**config.mk**
```make
export PLATFORM = sky130hd
export DESIGN_NAME = noc_flit_deserializer
export DESIGN_NICKNAME = d
export VERILOG_FILES = /design/src/rtl/noc_flit_deserializer.sv
export SDC_FILE = /design/constraint.sdc
export NUM_CORES = 1
export LEC_CHECK = 0
export ABC_AREA = 1
export BUFFER_PORTS_ARGS = -buffer_cell sky130_fd_sc_hd__buf_2
export CAP_MARGIN = 25
export CORE_AREA = 2 2 263 265
export CTS_CLUSTER_DIAMETER = 100
export CTS_CLUSTER_SIZE = 12
export DETAILED_ROUTE_END_ITERATION = 12
export DIE_AREA = 0 0 265 267
export SKIP_CTS_REPAIR_TIMING = 1
export SYNTH_ARGS = -nofsm -noshare
export SYNTH_HDL_FRONTEND = slang
export SYNTH_SLANG_ARGS = --single-unit
```
**constraint.sdc**
```tcl
create_clock -name clk_i -period 2.34 [get_ports clk_i]
set_input_delay 0.468 -clock clk_i [delete_from_list [all_inputs] [get_ports clk_i]]
set_output_delay 0.468 -clock clk_i [all_outputs]
set_load 0.02 [all_outputs]
```
**src/rtl/noc_flit_deserializer.sv**
```systemverilog
`default_nettype none
// ============================================================================
// Module   : noc_flit_deserializer
// Purpose  : Receive-side NoC adapter. Collects a header flit plus its payload
//            flits from a valid/ready flit stream and presents them as one
//            complete response message to the cache return-packet decoder.
// Ports    : clk_i, rst_i            - clock, synchronous active-high reset
//            flit_i/flit_valid_i/flit_ready_o - incoming flit stream
//            msg_valid_o/msg_ready_i          - assembled message handshake
//            msg_header_o, msg_payload_o      - captured header and payload
//            msg_len_o                        - stored payload flit count
//            msg_type_o, msg_mshrid_o         - header fields
//            err_len_o                        - oversize header pulse
// Config   : CVA6_NOC_DESER_LEN_CHECK_EN - when defined, headers announcing
//            more than MaxPayloadFlits payload flits pulse err_len_o and the
//            whole message is consumed and dropped. When undefined, oversize
//            messages are truncated to MaxPayloadFlits stored flits.
// Revision : 1.0 - initial release
// ============================================================================
module noc_flit_deserializer #(
   parameter int unsigned FlitWidth       = 64,
   parameter int unsigned MaxPayloadFlits = 8,
   parameter int unsigned CntWidth        = 8
) (
   input  logic                                 clk_i,
   input  logic                                 rst_i,
   input  logic [FlitWidth-1:0]                 flit_i,
   input  logic                                 flit_valid_i,
   output logic                                 flit_ready_o,
   output logic                                 msg_valid_o,
   input  logic                                 msg_ready_i,
   output logic [FlitWidth-1:0]                 msg_header_o,
   output logic [MaxPayloadFlits*FlitWidth-1:0] msg_payload_o,
   output logic [$clog2(MaxPayloadFlits+1)-1:0] msg_len_o,
   output logic [7:0]                           msg_type_o,
   output logic [7:0]                           msg_mshrid_o,
   output logic                                 err_len_o
);

   localparam int unsigned          LenWidth  = $clog2(MaxPayloadFlits + 1);
   localparam logic [CntWidth-1:0]  MaxFlitsC = CntWidth'(MaxPayloadFlits);

`ifdef CVA6_NOC_DESER_LEN_CHECK_EN
   typedef enum logic [1:0] {
      IDLE    = 2'd0,
      PAYLOAD = 2'd1,
      OUTPUT  = 2'd2,
      DROP    = 2'd3
   } state_e;
`else
   typedef enum logic [1:0] {
      IDLE    = 2'd0,
      PAYLOAD = 2'd1,
      OUTPUT  = 2'd2
   } state_e;
`endif

   state_e                                        state_q,   state_d;
   logic [FlitWidth-1:0]                          header_q,  header_d;
   logic [CntWidth-1:0]                           len_q,     len_d;
   logic [CntWidth-1:0]                           cnt_q,     cnt_d;
   logic [MaxPayloadFlits-1:0][FlitWidth-1:0]     payload_q, payload_d;

   logic                  ready;
   logic                  valid;
   logic [CntWidth-1:0]   hdr_len;
   logic                  last_flit;

   // Length field of the flit currently on the input (only meaningful in IDLE).
   assign hdr_len   = flit_i[22 +: CntWidth];
   // cnt only ever reaches len-1, so this never needs a wrap guard.
   assign last_flit = (cnt_q == (len_q - 1'b1));

`ifdef CVA6_NOC_DESER_LEN_CHECK_EN
   logic err_q, err_d;
`endif

   always_comb begin
      state_d   = state_q;
      header_d  = header_q;
      len_d     = len_q;
      cnt_d     = cnt_q;
      payload_d = payload_q;
      ready     = 1'b0;
      valid     = 1'b0;
`ifdef CVA6_NOC_DESER_LEN_CHECK_EN
      err_d     = 1'b0;
`endif

      case (state_q)
         IDLE: begin
            ready = 1'b1;
            if (flit_valid_i) begin
               len_d     = hdr_len;
               cnt_d     = '0;
               header_d  = flit_i;
               payload_d = '0;
               state_d   = (hdr_len == '0) ? OUTPUT : PAYLOAD;
`ifdef CVA6_NOC_DESER_LEN_CHECK_EN
               if (hdr_len > MaxFlitsC) begin
                  // Oversize message is discarded: keep the previous message
                  // registers untouched and only track the flit count.
                  header_d  = header_q;
                  payload_d = payload_q;
                  err_d     = 1'b1;
                  state_d   = DROP;
               end
`endif
            end
         end

         PAYLOAD: begin
            ready = 1'b1;
            if (flit_valid_i) begin
               // Flits beyond the storage depth match no slot and are dropped.
               for (int unsigned k = 0; k < MaxPayloadFlits; k++) begin
                  if (cnt_q == CntWidth'(k)) begin
                     payload_d[k] = flit_i;
                  end
               end
               if (last_flit) begin
                  state_d = OUTPUT;
               end else begin
                  cnt_d = cnt_q + 1'b1;
               end
            end
         end

         OUTPUT: begin
            valid = 1'b1;
            if (msg_ready_i) begin
               state_d = IDLE;
            end
         end

`ifdef CVA6_NOC_DESER_LEN_CHECK_EN
         DROP: begin
            ready = 1'b1;
            if (flit_valid_i) begin
               if (last_flit) begin
                  state_d = IDLE;
                  cnt_d   = '0;
               end else begin
                  cnt_d = cnt_q + 1'b1;
               end
            end
         end
`endif

         default: begin
            state_d = IDLE;
         end
      endcase
   end

   always_ff @(posedge clk_i) begin
      if (rst_i) begin
         state_q   <= IDLE;
         header_q  <= '0;
         len_q     <= '0;
         cnt_q     <= '0;
         payload_q <= '0;
      end else begin
         state_q   <= state_d;
         header_q  <= header_d;
         len_q     <= len_d;
         cnt_q     <= cnt_d;
         payload_q <= payload_d;
      end
   end

`ifdef CVA6_NOC_DESER_LEN_CHECK_EN
   always_ff @(posedge clk_i) begin
      if (rst_i) begin
         err_q <= 1'b0;
      end else begin
         err_q <= err_d;
      end
   end
   assign err_len_o = err_q;
`else
   assign err_len_o = 1'b0;
`endif

   // Ready is forced low while reset is held so no flit is lost to a reset.
   assign flit_ready_o  = ready & ~rst_i;
   assign msg_valid_o   = valid;
   assign msg_header_o  = header_q;
   assign msg_payload_o = payload_q;
   assign msg_type_o    = header_q[21:14];
   assign msg_mshrid_o  = header_q[13:6];
   assign msg_len_o     = (len_q > MaxFlitsC) ? LenWidth'(MaxPayloadFlits)
                                              : len_q[LenWidth-1:0];

endmodule
`default_nettype wire
```
# Yosys cells after proc, flatten, opt, wreduce, memory -nomap -nowiden
# Index checks and enable logic that the tools add are counted.
totals:
  reg_bits: 594
  in_bits: 68
  output_inout_bits: 599
  elab_cells: 80
classes:
  addsub: 2
  order_cmp: 1
  n_eq_ne: 23
  muxes: 24
  n_bitwise: 2
  n_reduce_logical: 16
op_table:
  columns: ["operator", "count"]
  rows:
  - ["$mux W512", 2]
  - ["$pmux W512 S2", 1]
  - ["$mux W64", 8]
  - ["$reduce_and A4 Y1", 10]
  - ["$eq A8 B3 Y1 const B", 4]
  - ["$ne A2 B2 Y1 const B", 13]
  - ["$mux W8", 3]
  - ["$eq A8 B2 Y1 const B", 2]
  - ["$logic_not A8 Y1", 2]
  - ["$pmux W8 S2", 1]
  - ["$mux W2", 5]
  - ["$add A8 B1 Y8 const B", 1]
  - ["$eq A8 B1 Y1 const B", 1]
  - ["$eq A8 B8 Y1", 1]
  - ["$gt A8 B4 Y1 const B", 1]
  - ["$sub A8 B1 Y8 const B", 1]
  - ["$pmux W2 S3", 1]
  - ["$mux W4", 1]
  - ["$eq A2 B1 Y1 const B", 1]
  - ["$eq A2 B2 Y1 const B", 1]
  - ["$logic_not A2 Y1", 1]
  - ["$mux W1", 2]
  - ["$reduce_and A2 Y1", 1]
  - ["$reduce_bool A2 Y1", 1]
  - ["other kinds (3)", 3]

# Longest topological paths before layout
depth:
  ltp_word: 5
  depth_mapped: 15
  depth_no_buf: 15

# Worst setup path after synthesis
# OpenSTA, ideal clock, no wires.
synth_path:
  kind: "reg-to-reg"
  startpoint: "register, netlist name msg_header_o[22]"
  endpoint: "register cnt_q[0]"
  setup_time_ns: 0.070
  arrival_ns: 1.893
  t_required_ns: 2.270
  path_slack_ns: 0.377
  stages_incl_launch_ff: 15
  n_path_buf: 0
  period_less_slack_ns: 1.963
  path_cell_list: "dfxtp_1 inv_1 ha_1 inv_1 nand2_1 nand2_1 nor2_1 nand2_1 nor2_1 nand3_1 nor2_1 nand3_2 nand2_1 nand2_1 a21oi_1"
synth_lines:
  columns: ["element", "line", "rtl"]
  rows:
  - ["to (signal assigned)", "167", "cnt_q <= cnt_d;"]
  - ["to (decl)", "61", "logic [CntWidth-1:0] cnt_q, cnt_d;"]

==> run summary <==
The post-synthesis share of cell area spent on xor and xnor gates is 0.239%, and the share of synthesized area spent on multiplexers is 0%. The post-layout total power is 24600 uW. Pin slew with the least headroom to its limit: 0.730 ns. Count of input and output buffers: 665.

The fraction of the mapped netlist area in adder cells is 0.307%. For this run, the post-layout net count is 3064. In the synthesized netlist the dominant register cell turns out to be dfxtp_1. The final critical path takes up 95.9% of the cycle. The die width was 265 um; the placement row count was 96. In the global route stage, overall resource usage came out at 21.1%. Summed over all nets, the half-perimeter wirelength after detailed placement is 54.7 mm. Compared with the post-synthesis result, the final layout area differs by 27.9%. Routed wire length per instance: 20.3 um. Counting flops with a built-in enable in the synthesized netlist gives 0. The category of the worst setup path launch point is a flip-flop. The detailed router finished its first iteration with 1382 violations.

The synthesized netlist contains 25 unique library cells. The boundary pin count was 667; the post-placement worst setup slack was 0.319 ns. The initial antenna violation count was 4. The run finished with clean final reports. The worst setup path is captured at a primary output. Setup violations remaining at the end of the flow were counted as 0. The tools report the post-route antenna net violation count as 0. The tightest slew margin relative to the limit was 51.3%.

The number of H-tree levels came out at 2. Ranked by total cell area, the synthesized netlist is headed by dfxtp_1, o21ai_0, a21oi_1, nor2_1, o21ai_1. Ranked by instance count, the synthesized netlist is headed by dfxtp_1, o21ai_0, a21oi_1.

The tools report the total number of vias as 19000. In this run the cell area of the synthesized design comes to 20400 um^2. Synthesis handed over a netlist of 2407 instances. Dividing the synthesized area by the synthesized cell count gives 8.47 um^2. For the leakage power figure, the log shows 0.0120 uW. The number of global-route vias before repair is 17400. Across all setup checks in the final design, the least slack found is 0.0968 ns. The net count after synthesis was 2480; the total die area was 70800 um^2.

The number of hold violations in the final report was 0. Among all cell types in the netlist, the one instantiated most often is dfxtp_1. For this run, design rule violations remaining after detail routing come to 0.

Across the run, the number of max-cap violations was 0. The tree built by TritonCTS fans out to 586 sinks. The detailed-routing iteration count for the pre-antenna-repair pass came out at 5.

The path class of the tightest hold or removal check is primary input to flip-flop. Summed over all layers, the routed wires come to 78.7 mm. For this run, the register share of the synthesized area comes to 57.5%. Data on the critical path is required at its endpoint by 1.87 ns.

The logs give 30.0% for the starting utilization of the core area and 0 for the count of warnings emitted by yosys. The vertical extent of the die was 267 um; the clock skew was 0.0230 ns. The longest clock path from root to sink contains 3 buffers. In the synthesized netlist the async set-or-reset flop fraction comes to 0%. Subtracting the final worst setup slack from the clock period gives 2.24 ns. Counting flops and latches in the post-synthesis netlist gives 586. The via density per instance was 4.89. By startpoint and endpoint, the worst setup path is classified as flip-flop to primary output. The arrival time reported for the critical path endpoint is 1.78 ns. The clock-pin slew on the worst setup and hold paths is 0.07 ns.

The first global-routing pass estimated 114 mm of wire. The top cell type by area accounts for 57.5% of the synthesized area. At the later pin of the worst-skew pair, clock insertion delay measures 0.62 ns.

Of all nets on the critical path, the largest fanout is 4. The tools report the CTS buffer count as 58. CTS placed an instance of clkbuf_16 at the clock tree root.

The total area inside the core boundary comes to 68000 um^2. Based on the critical path, the design can be clocked at up to 446 MHz. Routability-driven placement finished with a final weighted congestion of 0.848. The pin count of the biggest net entering global routing is 107. The post-synthesis simple-gate area fraction is 10.0%, and the worst ir drop on vdd is 0.569 mV. Setup repair after global routing left no endpoint under its margin. For this design the ratio of total power to cell area is 944 nW/um^2. TritonCTS built the clock tree.

The synthesized netlist devotes 24.8% of its cell area to compound gates. For this run the aggregate overflow at the end of global routing stands at 0. The combinational family with the most area after synthesis was compound AO/OA/AOI/OAI gates. The library cell occupying the most area in the post-synthesis netlist is dfxtp_1. Of the cells placed in the final design, the portion with a size suffix greater than 1 is 27.8%. The final count of pins violating max slew was 0.
## power breakdown
| part | internal, uW | switching, uW | leakage [uW] |
|---|---|---|---|
| Combinational | 1410 | 3460 | 0.00639 |
| Sequential | 10900 | 479 | 0.00484 |
| Clock | 4490 | 3900 | 0.000770 |
## registers in the layout, summed over array words and instances (netlist names)
name / cells
cnt_q: 8
msg_header_o: 64
msg_payload_o: 512
state_q: 2
## layout make-up
| class | instances | area, um^2 |
|---|---|---|
| Fill cell | 7018 | 41900 |
| Sequential cell | 586 | 11700 |
| Multi-Input combinational cell | 1539 | 7250 |
| Timing Repair Buffer | 733 | 4110 |
| Clock buffer | 59 | 1480 |
| Tap cell | 882 | 1100 |
| Inverter | 73 | 302 |
| Clock inverter | 8 | 90.1 |
| Antenna cell | 1 | 2.50 |
## through the flow
step | hold slack, ns | utilization (%) | setup TNS, ns | std cells | instance area [um^2]
after CTS | 0.0644 | 38.3 | -0.798 | 3879 | 26000
after global routing | 0.0834 | 38.4 | 0 | 3881 | 26100
final | 0.0986 | 38.4 | 0 | 3881 | 26100
after floorplan | 0.474 | - | 0 | 2407 | 20400
after global placement | 0.457 | 36.0 | 0 | 3812 | 24500
after detailed placement | 0.464 | 36.0 | 0 | 3812 | 24500
## worst max-delay path: stages, from the launching register on
cell and delay (ns):
dfxtp_4 0.36, inv_2 0.06, ha_4 0.17, nand2_4 0.07, inv_1 0.06, o21ai_2 0.21
nor2_1 0.08, buf_4 0.16
## layout by cell type (no fill, tap or decap), types with 2 or more instances in the layout
cell type,instances
nand2_1,96
xor2_1,3
inv_8,5
inv_1,59
buf_12,21
o21ai_1,113
ha_1,4
inv_4,8
clkbuf_16,59
inv_6,2
nor2_4,2
a21oi_1,419
nand4_1,7
nor2_1,380
nor2_2,2
dfxtp_1,583
o21ai_0,477
buf_4,49
inv_2,4
nor3_1,2
buf_2,663
nand3_1,18
dfxtp_2,2
nand2_2,8
## cell families (layout without fill, tap and decap cells)
| group | after synthesis | after routing |
|---|---|---|
| buf+inv | 282 | 873 |
| xor+xnor | 4 | 4 |
| other cells | 1 | 2 |
| simple gates | 519 | 519 |
| fa+ha+maj | 5 | 5 |
| compound gates | 1010 | 1010 |
| flops | 586 | 586 |
## path summary, 6_finish.rpt
path | from | to | slack [ns] | depth (start not counted)
worst max-delay path | msg_header_o[22] | msg_len_o[1] | 0.1 | 7
worst min register to register | msg_payload_o[87] | msg_payload_o[87] | 0.47 | 2
worst min-delay path | flit_i[5] | msg_header_o[5] | 0.1 | 3
worst max register to register | state_q[0] | msg_payload_o[11] | 0.33 | 5
## per-layer routing
layer	global-route usage, %	wire, um	vias to the layer above
li1	-	-	9272
met1	25.9	32100	8829
met2	36.4	38500	771
met3	5.07	5980	118
met4	6.52	2170	4
met5	0	27	-
Power figures use the tool's default switching activity.
